===== config.mk =====
export PLATFORM = sky130hd
export DESIGN_NAME = wide_add_sequencer
export DESIGN_NICKNAME = d
export VERILOG_FILES = /design/src/rtl/wide_add_sequencer.sv
export SDC_FILE = /design/constraint.sdc
export NUM_CORES = 1
export LEC_CHECK = 0
export BUFFER_PORTS_ARGS = -buffer_cell sky130_fd_sc_hd__buf_4
export CORE_MARGIN = 8
export CORE_UTILIZATION = 50
export DETAILED_ROUTE_END_ITERATION = 16
export PLACE_DENSITY_LB_ADDON = 0.1
export SLEW_MARGIN = 15
export SYNTH_ARGS = -nofsm -noshare
export SYNTH_HDL_FRONTEND = slang
export SYNTH_SLANG_ARGS = --single-unit

===== constraint.sdc =====
create_clock -name clk -period 2.2 [get_ports clk]
set_input_delay 0.44 -clock clk [delete_from_list [all_inputs] [get_ports clk]]
set_output_delay 0.44 -clock clk [all_outputs]
set_load 0.02 [all_outputs]

===== src/rtl/wide_add_sequencer.sv =====
// wide_add_sequencer: performs an (N*WORDS)-bit add by stepping an external
// N-bit combinational adder one word per cycle, least-significant word first,
// and hands the assembled result off through a valid/ready handshake.
module wide_add_sequencer #(
  parameter int N     = 16,
  parameter int WORDS = 4
) (
  input  logic                 clk,
  input  logic                 rst,
  input  logic                 in_valid,
  output logic                 in_ready,
  input  logic [N*WORDS-1:0]   in_a,
  input  logic [N*WORDS-1:0]   in_b,
  input  logic                 in_cin,
  output logic                 out_valid,
  input  logic                 out_ready,
  output logic [N*WORDS-1:0]   out_sum,
  output logic                 out_cout,
  output logic [N-1:0]         add_a,
  output logic [N-1:0]         add_b,
  output logic                 add_cin,
  input  logic [N-1:0]         add_sum,
  input  logic                 add_cout
);

  localparam int IDX_W = (WORDS > 1) ? $clog2(WORDS) : 1;
  localparam logic [IDX_W-1:0] LAST_IDX = IDX_W'(WORDS - 1);

  typedef enum logic [1:0] {
    IDLE = 2'd0,
    RUN  = 2'd1,
    DONE = 2'd2
  } state_t;

  state_t                  state_q, state_d;
  logic [WORDS-1:0][N-1:0] a_q, a_d;
  logic [WORDS-1:0][N-1:0] b_q, b_d;
  logic [WORDS-1:0][N-1:0] sum_q, sum_d;
  logic                    carry_q, carry_d;
  logic                    cout_q, cout_d;
  logic [IDX_W-1:0]        idx_q, idx_d;
  logic                    accept;

  // Handshake: ready in IDLE, or in DONE when the result is being taken this
  // cycle so a new request can chain directly into RUN.
  always_comb begin
    in_ready  = !rst && ((state_q == IDLE) || ((state_q == DONE) && out_ready));
    accept    = in_valid && in_ready;
    out_valid = !rst && (state_q == DONE);
    out_sum   = sum_q;
    out_cout  = cout_q;
  end

  // Adder drive: current word and running carry during RUN, zeros otherwise.
  always_comb begin
    add_a   = '0;
    add_b   = '0;
    add_cin = 1'b0;
    if (!rst && (state_q == RUN)) begin
      add_a   = a_q[idx_q];
      add_b   = b_q[idx_q];
      add_cin = carry_q;
    end
  end

  // Next-state and datapath updates for the IDLE/RUN/DONE sequence.
  always_comb begin
    state_d = state_q;
    a_d     = a_q;
    b_d     = b_q;
    sum_d   = sum_q;
    carry_d = carry_q;
    cout_d  = cout_q;
    idx_d   = idx_q;
    unique case (state_q)
      IDLE: begin
        if (accept) begin
          a_d     = in_a;
          b_d     = in_b;
          carry_d = in_cin;
          idx_d   = '0;
          state_d = RUN;
        end
      end
      RUN: begin
        sum_d[idx_q] = add_sum;
        carry_d      = add_cout;
        if (idx_q == LAST_IDX) begin
          // Index wraps to 0 here so it stays constant when WORDS == 1.
          idx_d   = '0;
          cout_d  = add_cout;
          state_d = DONE;
        end else begin
          idx_d = idx_q + IDX_W'(1);
        end
      end
      DONE: begin
        if (out_ready) begin
          if (accept) begin
            a_d     = in_a;
            b_d     = in_b;
            carry_d = in_cin;
            idx_d   = '0;
            state_d = RUN;
          end else begin
            state_d = IDLE;
          end
        end
      end
      default: state_d = IDLE;
    endcase
  end

  // State and datapath registers with synchronous active-high reset.
  always_ff @(posedge clk) begin
    if (rst) begin
      state_q <= IDLE;
      a_q     <= '0;
      b_q     <= '0;
      sum_q   <= '0;
      carry_q <= 1'b0;
      cout_q  <= 1'b0;
      idx_q   <= '0;
    end else begin
      state_q <= state_d;
      a_q     <= a_d;
      b_q     <= b_d;
      sum_q   <= sum_d;
      carry_q <= carry_d;
      cout_q  <= cout_d;
      idx_q   <= idx_d;
    end
  end

endmodule


==> metrics.txt <==
minimum clock period=2.32 ns; dpl cell area=~11,000 µm²; CP cell instances=buf_12, mux4_2, nor2b_1, buf_4; Lkg Pwr=roughly 4.4 nW; sink of the worst hold path=a_q[22]$_SDFFE_PP0P_; CTS buffer count=17; pin count of the biggest net entering global routing=132; CP Class=reg2out; Finish-stage setup viols=32; FILL cells=1,544; 1st-iter DRT viols=a little over 700; Mapped Area=~9000 µm²; GPL Wtd Cong=roughly 0.86; failing checks=negative setup slack; Area Overhead vs Synth=27.5%; Avg Inst Size Synth=approximately 9.1 µm²; Worst Reg-to-Reg Cells=5; Final Worst Setup Slack=-0.120 ns; status=finished with violations; Unique masters post-synth=28; Max Slew Vio Count=0; die width=152 µm; reg2reg start=idx_q[0]$_SDFFE_PP0P_; f_max=between 400 and 500 MHz; Worst Hold Class=in2reg; Final Util=65.3%; commonest non-fill, non-tap cell in the layout=buf_4; CP arrival=between 1.5 and 2 ns; DR DRC count=0; Slew HR=42.5%; CTS tree=yes; initial antenna violation count=1; Cell Rows=a little under 50; most frequent cells in the layout=buf_4 (274), a21oi_1 (197), dfxtp_1 (196), nand2_1 (130), nand4_1 (129); clock slew at reported path FFs=0.08 ns; RSZ-0062 raised after global routing=true; PD cells=695 nW/µm²; worst-path maximum fanout=14; Post-CTS Setup Inserts=0; num ports=250; vias in the first global route=about 8.4k; max incr delay on CP=0.52 ns; placeable core area=about 18,000 µm²; Seq/Total Area, Yosys=42.9%; Slowest-stage cell, CP=mux4_2; syn_nets=1,171; Antenna Cells=0; Synth Instances=between 1k and 1.5k; #FFs+latches synth=slightly below 200; Synth Warn #=0; Fin. Hold Viols=0; antenna viol nets, final=0; first-pass GRT wire length=between 40,000 and 50,000 µm; Total GRT Usage=25.6%; Congestion Overflow GR=0; critical path data required time=between 1.5 and 2 ns; Port-buffer cells=about 250; clk_lat worst skew=0.44 ns; R2R setup slack=around 0.46 ns; Pre-antenna DRT Iters=5; maximum VDD drop=between 0.0005 and 0.0006 V; Slew @ Worst Pin=roughly 0.86 ns; drt total wl=30,300 µm; CP bufs+invs=2; initial core utilization=around 51%; WL per Instance=21.1 µm; clock root buffer master=clkbuf_16; reg2reg end=out_sum[26]$_SDFFE_PP0P_; total number of H-tree levels=4; number of clock sinks=roughly 200; crit start category=flop; Max-cap violations=0; total number of vias=slightly below 9k; Hold Crit Depth=3; Max Buffers Root-to-Sink=2; number of vias per cell=between 6 and 7; final instance area=between 10,000 and 15,000 µm²; Worst setup EP type=output pin; layout cells sized above 1=between 30% and 40%; fin crit share=105%; cell family with most CP delay=multiplexers; chip height=152 µm; Hold Crit Start=in_a[22]; Worst Clk Skew=approximately 0.013 ns; DPL Wire Length=between 20,000 and 25,000 µm; fin nets=about 1.3k; total die area=23,100 µm²
## tightest hold or removal path: cells and delay by family
family,cells,cell delay [ns]
AOI/OAI and AO/OA,1,0.05
and+or+nand+nor,1,0.06
buffers and inverters,1,0.11
## synth_stat cells
cell	count	area (µm²)
nor2_2	1	6.26
and3b_1	4	35.0
buf_1	4	15.0
nand4_1	129	807
nand2_1	130	488
nand3b_1	6	45.0
o31ai_2	30	375
buf_6	13	146
nor2b_1	33	206
buf_2	54	270
ha_1	4	50.1
o311ai_0	2	17.5
and2_1	1	6.26
nand2b_1	3	18.8
buf_4	6	45.0
dfxtp_1	198	3960
mux4_2	32	721
nor2_1	5	18.8
a311oi_1	1	8.76
or3_1	1	6.26
or2_1	2	12.5
inv_1	3	11.3
o31ai_1	99	743
clkbuf_4	1	7.51
o22a_1	1	8.76
a21oi_1	197	986
clkbuf_1	56	210
inv_2	1	3.75
## layout make-up
type,instances,area [µm²],share of cell area (%)
Clock buffer,18,429,3.65
Clock inverter,14,156,1.33
Inverter,4,17.5,0.149
Multi-Input combinational cell,681,4590,39.0
Sequential cell,198,3970,33.7
Tap cell,229,287,2.43
Timing Repair Buffer,288,2320,19.7
## routing by layer
metal,global-route usage [%],part of all wire [%],vias up
li1,-,-,4150
met5,0,0.043,-
met3,7.85,9.0,36
met4,6.84,1.5,2
met2,38.3,46,384
met1,35.1,43,4206
## per-stage QoR
stage | setup WS (ns) | power, mW | TNS [ns] | instances | hold WS, ns
2_1_floorplan | 0.346 | 4.61 | 0 | 1017 | 0.445
3_3_place_gp | 0.286 | 5.09 | 0 | 1398 | 0.441
3_5_place_dp | 0.281 | 5.09 | 0 | 1398 | 0.447
4_1_cts | -0.145 | 8.21 | -3.35 | 1431 | 0.249
5_1_grt | -0.167 | 8.52 | -4.64 | 1432 | 0.251
6_report | -0.120 | 8.18 | -2.62 | 1432 | 0.261
## power breakdown
group | switching, mW | leakage [nW] | total, mW | internal (mW)
clock | 1.51 | 0.287 | 3.13 | 1.62
combinational | 0.674 | 2.46 | 1.22 | 0.546
sequential | 0.0998 | 1.61 | 3.83 | 3.73
total | 2.29 | 4.36 | 8.18 | 5.90
## state kept, by name, indices dropped and copies added, names as in the netlist
name / flops
a_q: 64
b_q: 64
carry_q: 1
idx_q: 2
out_cout: 1
out_sum: 64
state_q: 2
## logic make-up (layout without fill, tap and decap cells)
| group | count (synthesis) | in the layout | share of synthesized area (%) |
|---|---|---|---|
| flops | 198 | 198 | 42.9 |
| mux | 32 | 32 | 7.80 |
| buf+inv | 138 | 324 | 7.68 |
| compound gates | 330 | 330 | 23.2 |
| simple gates | 315 | 315 | 17.9 |
| fa+ha+maj | 4 | 4 | 0.542 |
## worst max-delay path by stage
stage / slack (ns) / startpoint / cells past startpoint / end
floorplan: 0.35 / idx_q[0]$_SDFFE_PP0P_ / 4 / add_a[0]
global route: -0.17 / idx_q[0]$_SDFFE_PP0P_ / 4 / add_a[8]
global placement: 0.29 / rst / 5 / add_a[9]
finish: -0.12 / idx_q[0]$_SDFFE_PP0P_ / 4 / add_a[6]
CTS: -0.14 / idx_q[0]$_SDFFE_PP0P_ / 4 / add_a[3]
detailed placement: 0.28 / idx_q[0]$_SDFFE_PP0P_ / 4 / add_a[0]
## repair_timing
action / 4_1_cts / 5_1_grt
endpoints found under the hold margin: 0 / 0
hold buffers: 0 / 0
gates cloned: 1 / 1
gates resized for setup: 5 / 4
setup endpoints to repair: 32 / 33
Note: power is estimated with default switching activity, not from simulation.
